## config.mk

```make
export PLATFORM = sky130hd
export DESIGN_NAME = exc_ctrl_flat
export DESIGN_NICKNAME = d
export VERILOG_FILES = /design/src/rtl/exc_pkg.sv /design/src/rtl/exc_ctrl_if.sv /design/src/rtl/exc_prio_enc.sv /design/src/rtl/exc_ctrl.sv /design/src/flat_wrapper.sv
export SDC_FILE = /design/constraint.sdc
export NUM_CORES = 1
export LEC_CHECK = 0
export ABC_AREA = 1
export BUFFER_PORTS_ARGS = -buffer_cell sky130_fd_sc_hd__buf_2
export CORE_MARGIN = 3
export CORE_UTILIZATION = 47
export DETAILED_ROUTE_END_ITERATION = 8
export PLACE_DENSITY = 0.84
export SYNTH_ARGS = -nofsm -noshare
export SYNTH_HDL_FRONTEND = slang
export SYNTH_SLANG_ARGS = --single-unit
```

## constraint.sdc

```tcl
create_clock -name clk -period 4.15 [get_ports clk]
set_clock_uncertainty 0.2 [all_clocks]
set_input_delay 0.415 -clock clk [delete_from_list [all_inputs] [get_ports clk]]
set_output_delay 0.415 -clock clk [all_outputs]
set_load 0.05 [all_outputs]
```

## src/rtl/exc_pkg.sv

```systemverilog
// exc_pkg: ExcCodes, mem_exc bit positions, vector offsets and FSM states for exc_ctrl
package exc_pkg;
    localparam logic [4:0] EXC_INT  = 5'd0;
    localparam logic [4:0] EXC_MOD  = 5'd1;
    localparam logic [4:0] EXC_TLBL = 5'd2;
    localparam logic [4:0] EXC_TLBS = 5'd3;
    localparam logic [4:0] EXC_ADEL = 5'd4;
    localparam logic [4:0] EXC_ADES = 5'd5;
    localparam logic [4:0] EXC_SYS  = 5'd8;
    localparam logic [4:0] EXC_BP   = 5'd9;
    localparam logic [4:0] EXC_RI   = 5'd10;
    localparam logic [4:0] EXC_OV   = 5'd12;

    localparam int B_ADEL_IF   = 0;
    localparam int B_TLBL_IF   = 1;
    localparam int B_REFILL_IF = 2;
    localparam int B_RI        = 3;
    localparam int B_SYS       = 4;
    localparam int B_BP        = 5;
    localparam int B_OV        = 6;
    localparam int B_ADEL_D    = 7;
    localparam int B_ADES_D    = 8;
    localparam int B_TLBL_D    = 9;
    localparam int B_TLBS_D    = 10;

    localparam logic [11:0] VEC_REFILL = 12'h000;
    localparam logic [11:0] VEC_GEN    = 12'h180;
    localparam logic [11:0] VEC_INT    = 12'h200;

    typedef enum logic {IDLE, FLUSH} state_t;
endpackage

```

## src/rtl/exc_ctrl_if.sv

```systemverilog
// exc_ctrl_if: MEM-stage commit inputs, cp0 status inputs, cp0 exception-write and redirect outputs
interface exc_ctrl_if;
    logic        mem_valid;
    logic [31:0] mem_pc;
    logic        mem_bd;
    logic [10:0] mem_exc;
    logic        mem_tlb_mod;
    logic        mem_data_refill;
    logic [31:0] mem_badv_data;
    logic        mem_is_eret;
    logic [5:0]  hardware_int;
    logic [1:0]  software_int;
    logic [7:0]  interrupt_mask;
    logic        allow_int;
    logic        in_exl;
    logic        boot_exp_vec;
    logic        special_int_vec;
    logic [19:0] ebase;
    logic [31:0] epc;
    logic [7:0]  asid;
    logic        en_exp;
    logic [31:0] exp_epc;
    logic        exp_bd;
    logic [4:0]  exp_code;
    logic [31:0] exp_bad_vaddr;
    logic        exp_badv_we;
    logic [7:0]  exp_asid;
    logic        exp_asid_we;
    logic        clean_exl;
    logic        flush;
    logic        redirect_valid;
    logic [31:0] redirect_pc;

    modport slave (
        input  mem_valid, mem_pc, mem_bd, mem_exc, mem_tlb_mod, mem_data_refill, mem_badv_data,
               mem_is_eret, hardware_int, software_int, interrupt_mask, allow_int, in_exl,
               boot_exp_vec, special_int_vec, ebase, epc, asid,
        output en_exp, exp_epc, exp_bd, exp_code, exp_bad_vaddr, exp_badv_we, exp_asid,
               exp_asid_we, clean_exl, flush, redirect_valid, redirect_pc
    );
    modport master (
        output mem_valid, mem_pc, mem_bd, mem_exc, mem_tlb_mod, mem_data_refill, mem_badv_data,
               mem_is_eret, hardware_int, software_int, interrupt_mask, allow_int, in_exl,
               boot_exp_vec, special_int_vec, ebase, epc, asid,
        input  en_exp, exp_epc, exp_bd, exp_code, exp_bad_vaddr, exp_badv_we, exp_asid,
               exp_asid_we, clean_exl, flush, redirect_valid, redirect_pc
    );
endinterface

```

## src/rtl/exc_prio_enc.sv

```systemverilog
// exc_prio_enc: combinational selection of the highest-priority exception, ERET only when nothing faults
module exc_prio_enc
    import exc_pkg::*;
(
    input  logic        int_pend,
    input  logic [10:0] exc,
    input  logic        tlb_mod,
    input  logic        data_refill,
    input  logic        eret,
    output logic        any_exc,
    output logic [4:0]  code,
    output logic        is_if,
    output logic        badv_we,
    output logic        asid_we,
    output logic        is_refill,
    output logic        is_eret
);
    // priority chain, interrupt first, Mod last
    always_comb begin
        any_exc = 1'b1;
        code = EXC_INT;
        is_if = 1'b0;
        badv_we = 1'b0;
        asid_we = 1'b0;
        is_refill = 1'b0;
        if (int_pend) code = EXC_INT;
        else if (exc[B_ADEL_IF]) begin
            code = EXC_ADEL;
            is_if = 1'b1;
            badv_we = 1'b1;
        end else if (exc[B_TLBL_IF] | exc[B_REFILL_IF]) begin
            code = EXC_TLBL;
            is_if = 1'b1;
            badv_we = 1'b1;
            asid_we = 1'b1;
            is_refill = exc[B_REFILL_IF];
        end else if (exc[B_RI]) code = EXC_RI;
        else if (exc[B_SYS]) code = EXC_SYS;
        else if (exc[B_BP]) code = EXC_BP;
        else if (exc[B_OV]) code = EXC_OV;
        else if (exc[B_ADEL_D]) begin
            code = EXC_ADEL;
            badv_we = 1'b1;
        end else if (exc[B_ADES_D]) begin
            code = EXC_ADES;
            badv_we = 1'b1;
        end else if (exc[B_TLBL_D] | exc[B_TLBS_D]) begin
            code = exc[B_TLBL_D] ? EXC_TLBL : EXC_TLBS;
            badv_we = 1'b1;
            asid_we = 1'b1;
            is_refill = data_refill;
        end else if (tlb_mod) begin
            code = EXC_MOD;
            badv_we = 1'b1;
            asid_we = 1'b1;
        end else any_exc = 1'b0;
    end

    assign is_eret = eret & ~any_exc;
endmodule

```

## src/rtl/exc_ctrl.sv

```systemverilog
// exc_ctrl: MEM-stage exception/interrupt arbiter feeding cp0; EXC_HWINT_SYNC_EN adds a 2-flop hardware_int synchroniser
module exc_ctrl
    import exc_pkg::*;
#(
    parameter int          FLUSH_CYCLES = 2,
    parameter logic [31:0] BOOT_BASE    = 32'hBFC00200
) (
    input logic       clk,
    input logic       rst,
    exc_ctrl_if.slave bus
);
    localparam logic [3:0] CNT_INIT = 4'(FLUSH_CYCLES - 1);

    state_t      state, state_n;
    logic [3:0]  cnt, cnt_n;
    logic        flush_n;
    logic [5:0]  hw_int_s;
    logic        int_pend, any_exc, is_if, badv_we, asid_we, is_refill, is_eret;
    logic [4:0]  code;
    logic        take, exc_ev, eret_ev;
    logic [31:0] base, vec;
    logic [11:0] offset;

`ifdef EXC_HWINT_SYNC_EN
    logic [5:0] hw_s1, hw_s2;
    // two-stage synchroniser for the asynchronous interrupt lines
    always_ff @(posedge clk) begin
        if (rst) {hw_s2, hw_s1} <= '0;
        else {hw_s2, hw_s1} <= {hw_s1, bus.hardware_int};
    end
    assign hw_int_s = hw_s2;
`else
    assign hw_int_s = bus.hardware_int;
`endif

    assign int_pend = bus.allow_int & |(bus.interrupt_mask & {hw_int_s, bus.software_int});

    exc_prio_enc u_enc (
        .int_pend   (int_pend),
        .exc        (bus.mem_exc),
        .tlb_mod    (bus.mem_tlb_mod),
        .data_refill(bus.mem_data_refill),
        .eret       (bus.mem_is_eret),
        .any_exc    (any_exc),
        .code       (code),
        .is_if      (is_if),
        .badv_we    (badv_we),
        .asid_we    (asid_we),
        .is_refill  (is_refill),
        .is_eret    (is_eret)
    );

    assign take    = (state == IDLE) & bus.mem_valid;
    assign exc_ev  = take & any_exc;
    assign eret_ev = take & is_eret;
    assign base    = bus.boot_exp_vec ? BOOT_BASE : {bus.ebase, 12'h000};
    assign offset  = (is_refill & ~bus.in_exl) ? VEC_REFILL :
                     (int_pend & bus.special_int_vec) ? VEC_INT : VEC_GEN;
    assign vec     = base + {20'h0, offset};

    // next state: an event starts a flush window, the counter walks it down to IDLE
    always_comb begin
        state_n = state;
        cnt_n = cnt;
        flush_n = 1'b0;
        if (state == IDLE) begin
            if (exc_ev | eret_ev) begin
                state_n = FLUSH;
                cnt_n = CNT_INIT;
                flush_n = 1'b1;
            end
        end else if (cnt == 4'd0) state_n = IDLE;
        else begin
            cnt_n = cnt - 4'd1;
            flush_n = 1'b1;
        end
    end

    // state register and registered cp0/redirect outputs, zero whenever no event was taken
    always_ff @(posedge clk) begin
        if (rst) begin
            state <= IDLE;
            cnt <= '0;
            bus.flush <= 1'b0;
            bus.en_exp <= 1'b0;
            bus.clean_exl <= 1'b0;
            bus.redirect_valid <= 1'b0;
            bus.redirect_pc <= '0;
            bus.exp_epc <= '0;
            bus.exp_bd <= 1'b0;
            bus.exp_code <= '0;
            bus.exp_bad_vaddr <= '0;
            bus.exp_badv_we <= 1'b0;
            bus.exp_asid <= '0;
            bus.exp_asid_we <= 1'b0;
        end else begin
            state <= state_n;
            cnt <= cnt_n;
            bus.flush <= flush_n;
            bus.en_exp <= exc_ev;
            bus.clean_exl <= eret_ev;
            bus.redirect_valid <= exc_ev | eret_ev;
            bus.redirect_pc <= exc_ev ? vec : eret_ev ? bus.epc : '0;
            bus.exp_epc <= exc_ev ? (bus.mem_bd ? bus.mem_pc - 32'd4 : bus.mem_pc) : '0;
            bus.exp_bd <= exc_ev & bus.mem_bd;
            bus.exp_code <= exc_ev ? code : '0;
            bus.exp_bad_vaddr <= (exc_ev & badv_we) ? (is_if ? bus.mem_pc : bus.mem_badv_data) : '0;
            bus.exp_badv_we <= exc_ev & badv_we;
            bus.exp_asid <= exc_ev ? bus.asid : '0;
            bus.exp_asid_we <= exc_ev & asid_we;
        end
    end
endmodule
```

## src/flat_wrapper.sv

```systemverilog
// flat-port wrapper written by rule: the top's interface ports become plain ports
module exc_ctrl_flat import exc_pkg::*;
#(
    parameter int          FLUSH_CYCLES = 2,
    parameter logic [31:0] BOOT_BASE    = 32'hBFC00200
)
  (clk, rst, bus_mem_valid, bus_mem_pc, bus_mem_bd, bus_mem_exc, bus_mem_tlb_mod, bus_mem_data_refill, bus_mem_badv_data, bus_mem_is_eret, bus_hardware_int, bus_software_int, bus_interrupt_mask, bus_allow_int, bus_in_exl, bus_boot_exp_vec, bus_special_int_vec, bus_ebase, bus_epc, bus_asid, bus_en_exp, bus_exp_epc, bus_exp_bd, bus_exp_code, bus_exp_bad_vaddr, bus_exp_badv_we, bus_exp_asid, bus_exp_asid_we, bus_clean_exl, bus_flush, bus_redirect_valid, bus_redirect_pc);
  exc_ctrl_if bus_i ();
  input logic clk;
  input logic rst;
  input wire logic [$bits(bus_i.mem_valid)-1:0] bus_mem_valid;
  input wire logic [$bits(bus_i.mem_pc)-1:0] bus_mem_pc;
  input wire logic [$bits(bus_i.mem_bd)-1:0] bus_mem_bd;
  input wire logic [$bits(bus_i.mem_exc)-1:0] bus_mem_exc;
  input wire logic [$bits(bus_i.mem_tlb_mod)-1:0] bus_mem_tlb_mod;
  input wire logic [$bits(bus_i.mem_data_refill)-1:0] bus_mem_data_refill;
  input wire logic [$bits(bus_i.mem_badv_data)-1:0] bus_mem_badv_data;
  input wire logic [$bits(bus_i.mem_is_eret)-1:0] bus_mem_is_eret;
  input wire logic [$bits(bus_i.hardware_int)-1:0] bus_hardware_int;
  input wire logic [$bits(bus_i.software_int)-1:0] bus_software_int;
  input wire logic [$bits(bus_i.interrupt_mask)-1:0] bus_interrupt_mask;
  input wire logic [$bits(bus_i.allow_int)-1:0] bus_allow_int;
  input wire logic [$bits(bus_i.in_exl)-1:0] bus_in_exl;
  input wire logic [$bits(bus_i.boot_exp_vec)-1:0] bus_boot_exp_vec;
  input wire logic [$bits(bus_i.special_int_vec)-1:0] bus_special_int_vec;
  input wire logic [$bits(bus_i.ebase)-1:0] bus_ebase;
  input wire logic [$bits(bus_i.epc)-1:0] bus_epc;
  input wire logic [$bits(bus_i.asid)-1:0] bus_asid;
  output wire logic [$bits(bus_i.en_exp)-1:0] bus_en_exp;
  output wire logic [$bits(bus_i.exp_epc)-1:0] bus_exp_epc;
  output wire logic [$bits(bus_i.exp_bd)-1:0] bus_exp_bd;
  output wire logic [$bits(bus_i.exp_code)-1:0] bus_exp_code;
  output wire logic [$bits(bus_i.exp_bad_vaddr)-1:0] bus_exp_bad_vaddr;
  output wire logic [$bits(bus_i.exp_badv_we)-1:0] bus_exp_badv_we;
  output wire logic [$bits(bus_i.exp_asid)-1:0] bus_exp_asid;
  output wire logic [$bits(bus_i.exp_asid_we)-1:0] bus_exp_asid_we;
  output wire logic [$bits(bus_i.clean_exl)-1:0] bus_clean_exl;
  output wire logic [$bits(bus_i.flush)-1:0] bus_flush;
  output wire logic [$bits(bus_i.redirect_valid)-1:0] bus_redirect_valid;
  output wire logic [$bits(bus_i.redirect_pc)-1:0] bus_redirect_pc;
  assign bus_i.mem_valid = bus_mem_valid;
  assign bus_i.mem_pc = bus_mem_pc;
  assign bus_i.mem_bd = bus_mem_bd;
  assign bus_i.mem_exc = bus_mem_exc;
  assign bus_i.mem_tlb_mod = bus_mem_tlb_mod;
  assign bus_i.mem_data_refill = bus_mem_data_refill;
  assign bus_i.mem_badv_data = bus_mem_badv_data;
  assign bus_i.mem_is_eret = bus_mem_is_eret;
  assign bus_i.hardware_int = bus_hardware_int;
  assign bus_i.software_int = bus_software_int;
  assign bus_i.interrupt_mask = bus_interrupt_mask;
  assign bus_i.allow_int = bus_allow_int;
  assign bus_i.in_exl = bus_in_exl;
  assign bus_i.boot_exp_vec = bus_boot_exp_vec;
  assign bus_i.special_int_vec = bus_special_int_vec;
  assign bus_i.ebase = bus_ebase;
  assign bus_i.epc = bus_epc;
  assign bus_i.asid = bus_asid;
  assign bus_en_exp = bus_i.en_exp;
  assign bus_exp_epc = bus_i.exp_epc;
  assign bus_exp_bd = bus_i.exp_bd;
  assign bus_exp_code = bus_i.exp_code;
  assign bus_exp_bad_vaddr = bus_i.exp_bad_vaddr;
  assign bus_exp_badv_we = bus_i.exp_badv_we;
  assign bus_exp_asid = bus_i.exp_asid;
  assign bus_exp_asid_we = bus_i.exp_asid_we;
  assign bus_clean_exl = bus_i.clean_exl;
  assign bus_flush = bus_i.flush;
  assign bus_redirect_valid = bus_i.redirect_valid;
  assign bus_redirect_pc = bus_i.redirect_pc;
  exc_ctrl #(.FLUSH_CYCLES(FLUSH_CYCLES), .BOOT_BASE(BOOT_BASE)) u_core (.clk(clk), .rst(rst), .bus(bus_i));
endmodule
```

Word level (Yosys, flattened, before mapping)
Cells that the tools add are included.
Storage, ports and cells
  input port bits: 162
  bits in registers: 120
Operators by class
  reductions and logical operators: 11
  bitwise operators: 19
  multiplexer cells: 64
  add/sub/neg operators: 3
  eq/ne operators: 1
Operators with widths (count)
  $mux W32: 5
  $mux W1: 45
  $add A32 B12 Y32: 1
  $sub A32 B3 Y32 const B: 1
  $mux W4: 7
  $mux W12: 1
  $mux W3: 4
  $reduce_or A11 Y1: 1
  $and A1 B1 Y1: 10
  $mux W10: 1
  $and A8 B8 Y8: 1
  $reduce_or A8 Y1: 1
  $reduce_or A7 Y1: 1
  $not A1 Y1: 5
  $reduce_or A5 Y1: 1
  $logic_not A4 Y1: 1
  $reduce_or A2 Y1: 2
  $reduce_or A4 Y1: 1
  $sub A4 B1 Y4 const B: 1
  $or A1 B1 Y1: 3
  $reduce_or A3 Y1: 1
  $mux W2: 1
  $ne A2 B2 Y1 const B: 1
  $reduce_and A2 Y1: 1
  $reduce_bool A2 Y1: 1

Depth between registers and ports, before layout
  depth in word-level cells: 17
  gate-level depth with buffers: 11
  gate-level depth less buffers: 11

Hierarchy
From an unflattened synthesis, not the netlist that was laid out.
Second synthesis, totals
  cell total of the unflattened synthesis: 661
  area, all modules: 4852.2 um2
Modules (own cells, without submodules)
  exc_ctrl: area an instance 4576.9 um2, cells each 610, seq. area each 2402.3 um2, instances 1
  exc_prio_enc: area an instance 275.3 um2, cells each 51, seq. area each 0.0 um2, instances 1

Worst setup path after synthesis
OpenSTA, ideal clock, no wires.
  path type: input-to-reg
  start point: input bus_mem_pc[2]
  end point: register u_core.bus.exp_epc[28]
  setup time: 0.117 ns
  arrival: 1.571 ns
  setup slack: 2.262 ns
  cell stages on the path: 9
  cell sequence: inv_1 -> ha_1 -> nand2_1 -> inv_1 -> nand3_1 -> nor3_1 -> nand4_1 -> xor2_1 -> nor2_1
Between the ends
  cells in the longest elaborated chain, start to end: 2
Ends and longest elaborated chain
  start: declaration: RTL line flat_wrapper.sv:12  | input wire logic [$bits(bus_i.mem_pc)-1:0] bus_mem_pc;
  $sub A32 B3 Y32: RTL line exc_ctrl.sv:104  | bus.exp_epc <= exc_ev ? (bus.mem_bd ? bus.mem_pc - 32'd4 : bus.mem_pc) : '0;
  $mux W32: RTL line exc_ctrl.sv:104
  end signal: assignment: RTL line exc_ctrl.sv:104
  end: declaration: RTL line exc_ctrl_if.sv:38  | output en_exp, exp_epc, exp_bd, exp_code, exp_bad_vaddr, exp_badv_we, exp_asid,
No other way between the ends.
A chain may end at the register's enable or synchronous reset.

Worst setup path after layout
  start point: input bus_mem_exc[4]
  end point: register u_core.bus.redirect_pc[19] in the netlist's numbering
Between the ends
  cells in the longest elaborated chain, start to end: 10
  elaborated cells between the ends (all ways): 19
  classes of those cells: add/sub: 1; mux: 13; bitwise: 5
Ends and longest elaborated chain
  start: declaration: RTL line flat_wrapper.sv:14  | input wire logic [$bits(bus_i.mem_exc)-1:0] bus_mem_exc;
  parallel branches: the longest is 9 deep, another holds $add A32 B12 Y32
  $mux W32 *: RTL line exc_ctrl.sv:103  | bus.redirect_pc <= exc_ev ? vec : eret_ev ? bus.epc : '0;
  end signal: assignment: RTL line exc_ctrl.sv:103
  end: declaration: RTL line exc_ctrl_if.sv:39  | exp_asid_we, clean_exl, flush, redirect_valid, redirect_pc
Every way passes the cells marked *.

==> metrics.csv <==
stage,metric,value,unit
synth,netlist.area_leader.share,0.4896,
place,io_buffer_count,276,
timing,finalCritPeriodShare,0.7182,
pwr,swShare,0.2875,
pwr,power.share.sequential,0.366,
timing,min_period,2.980,ns
synth,synth_seq_area_share,0.4896,
synth,syn_inst,653,
floorplanning,rows,36,
pwr,p_leak,4.295,nW
floorplanning,dieArea,11610,sq um
timing,slew_viol_final,0,
synth,avgSynthCellArea,7.452,sq um
synth,synth-main-ff-cell,dfxtp_1,
worst_setup_path,endpoint_kind,register,
cts,clock_sinks,119,
place,placed_area,6312,sq um
final_layout,final_core_util,0.8052,
pwr,pwr_density_cell,410.5,nW/um^2
worst_setup_path,path_cells,dlygate4sd3_1 > buf_2 > inv_1 > nand2_1 > nor2_1 > nand2_1 > nor2_2 > nand2_1 > nand3_2 > nor2_1 > nand2_1 > nand2_1 > dlygate4sd3_1,
pwr,clkPwrFrac,0.470,
worst_setup_path,worstPathArrival,3.22,ns
place,hpwl,11130,um
floorplanning,die_w,107.8,um
timing,setup_tns,0,ns
place,pre_cts_slack,1.677,ns
synth,synth_edf_count,0,
grt,grt_pass1_vias,6065,
timing,rsz0062_at_grt,false,
synth,ys_ff_latch,119,
floorplanning,start_util,0.4910,
cts,clk_latency,0.50,ns
timing,worst-slew-pin-transition,0.7713,ns
route,avgViaCountPerCell,4.954,
timing,fmax,0.3355,GHz
final_layout,nets,1201,
route,wl,19250,um
grt,grt_antenna_before_repair,1,
min_path,hold_path.class,in -> reg,
grt,grt_overflow,0,
route,drc,0,
job,cap_violations,0,
synth,synthTopCellsByArea,"dfxtp_1, nand2_1, nor2_1",
pwr,intPower,2.334,mW
synth,yosysTopAreaCell,dfxtp_1,
route,ant_nets,0,
cts,clk_pin_slew,0.07,ns
route,routedWlPerCell,16.28,um
pwr,p_switching,941.6,uW
pwr,power,3.275,mW
synth,synthArstFlopShare,0,
synth,yosysWarnings,0,
status,status,"complete, no violations",
cts,clockBufferDepth,2,
final_layout,final_cell_area,7979,sq um
synth,synthesis.nets,818,
cts,htree_levels,4,
final_layout,drive_above_1_share,0.3403,
final_layout,layout_common_cells,"buf_2, nand2_1, dfxtp_1, nor2_1, dlygate4sd3_1",
grt,grt_pass1_wl,29630,um
synth,synth.distinct_cells,28,
grt,grt_max_degree,42,
worst_setup_path,cp_data_required_time,4.39,ns
worst_setup_path,critPathMaxStageDelay,0.67,ns
cts,postCtsSetupBuffers,0,
worst_setup_path,crit_path_top_delay_cell,nor2_1,
timing,setup_viol,0,
route,vias,5860,
place,gp_congestion,0.8861,
cts,cts_tree,done,
floorplanning,die_height,107.8,um
worst_setup_path,path_class,in -> reg,
timing,final-hold-violation-count,0,
route,drt_iter0_drc,355,
worst_setup_path,crit_path_frequent_cell,nand2_1,
cts,numCtsBuffers,17,
worst_setup_path,crit_path_start_kind,input pin,
pwr,vdd_drop_max,228.4,uV
timing,relSlewSlack,0.4839,
final_layout,final_common_cell,buf_2,
synth,netlist_area,4866,sq um
grt,grt_usage,0.3261,
floorplanning,fp.coreArea,9910,sq um
final_layout,syn_to_final_growth,63.98,%
worst_setup_path,crit_fanout,12,
pwr,comb_power_share,0.164,
route,drtPass1Iterations,6,
timing,setup_ws,1.170,ns
cts,root_buffer,clkbuf_8,
floorplanning,io_pins,278,
## cells by family (layout without fill, tap and decap cells)
logic type	after synthesis	count (layout)	share of synthesized area
AO/OA/AOI/OAI	62	62	0.06737
AND/OR/NAND/NOR	346	346	0.3083
flip-flops	119	119	0.4896
other	1	2	0.0007707
adder cells (fa/ha/maj)	3	3	0.007715
XOR/XNOR	20	20	0.03600
buffers and inverters	102	498	0.09026
## final timing paths
| path | startpoint | endpoint | slack [ns] | cells past startpoint |
|---|---|---|---|---|
| worst min register to register | u_core.cnt[1]$_SDFFE_PP0P_ | u_core.cnt[1]$_SDFFE_PP0P_ | 0.30 | 2 |
| worst max register to register | u_core.bus.flush$_SDFF_PP0_ | u_core.bus.redirect_pc[19]$_SDFF_PP0_ | 1.61 | 8 |
| worst min-delay path | bus_mem_badv_data[10] | u_core.bus.exp_bad_vaddr[10]$_SDFF_PP0_ | 0.009 | 3 |
| worst max-delay path | bus_mem_exc[4] | u_core.bus.redirect_pc[19]$_SDFF_PP0_ | 1.17 | 13 |
## synth_stat cells (2+ instances only)
cell	instances
a21oi_1	46
a31oi_1	2
buf_2	6
buf_6	6
clkbuf_1	7
dfxtp_1	119
ha_1	3
inv_1	80
inv_2	2
nand2_1	154
nand3_1	22
nand3_2	2
nand3b_1	3
nand4_1	7
nor2_1	108
nor2_2	2
nor2_4	2
nor3_1	11
o21ai_0	9
o21ai_2	4
or2_2	32
xor2_1	20
## final cells by class
cell class	instances	area, sq um
Multi-Input combinational cell	432	2052
Timing Repair Buffer	384	2455
Tap cell	133	166.4
Sequential cell	119	2382
Clock inverter	14	185.2
Clock buffer	18	427.9
Fill cell	625	1931
Antenna cell	1	2.502
Inverter	82	307.8
## through the flow
step	hold slack [ns]	cells
detailed placement	0.2905	1045
CTS	0.008571	1182
global placement	0.2854	1045
finish	0.008642	1183
floorplan	0.2615	653
global route	0.01047	1183
## power groups by stage
stage	sequential, mW	combinational (mW)	clock [mW]
2_1_floorplan	1.36	0.145	0
3_3_place_gp	1.22	0.438	0
3_5_place_dp	1.22	0.442	0
4_1_cts	1.20	0.519	1.53
5_1_grt	1.20	0.577	1.60
6_report	1.20	0.538	1.54
## timing repair
| item | 4_1_cts | 5_1_grt |
|---|---|---|
| hold buffers | 105 | 0 |
| gates resized for setup | 0 | 0 |
| endpoints found under the hold margin | 87 | 0 |
## sequential cells by signal, indices dropped and copies added (netlist names)
register and flops:
u_core.cnt 4, u_core.bus.clean_exl 1, u_core.bus.exp_code 4, u_core.bus.redirect_pc 32, u_core.bus.exp_asid_we 1, u_core.bus.en_exp 1
u_core.bus.exp_epc 32, u_core.bus.flush 1, u_core.bus.exp_badv_we 1, u_core.bus.redirect_valid 1, u_core.bus.exp_asid 8, u_core.bus.exp_bad_vaddr 32
u_core.bus.exp_bd 1
## metal layers
| layer | global-route usage | vias up | wire length [um] |
|---|---|---|---|
| met1 | 0.3345 | 2629 | 6821 |
| met4 | 0.2083 | 0 | 1187 |
| li1 | - | 2775 | - |
| met3 | 0.09478 | 98 | 1591 |
| met5 | 0 | - | 0 |
| met2 | 0.5759 | 358 | 9653 |
## critical path, delay by kind of cell
family | cells | cell delay [ns]
AND/OR/NAND/NOR | 9 | 1.56
buffers and inverters | 4 | 1.24
Note: power is estimated with default switching activity, not from simulation.
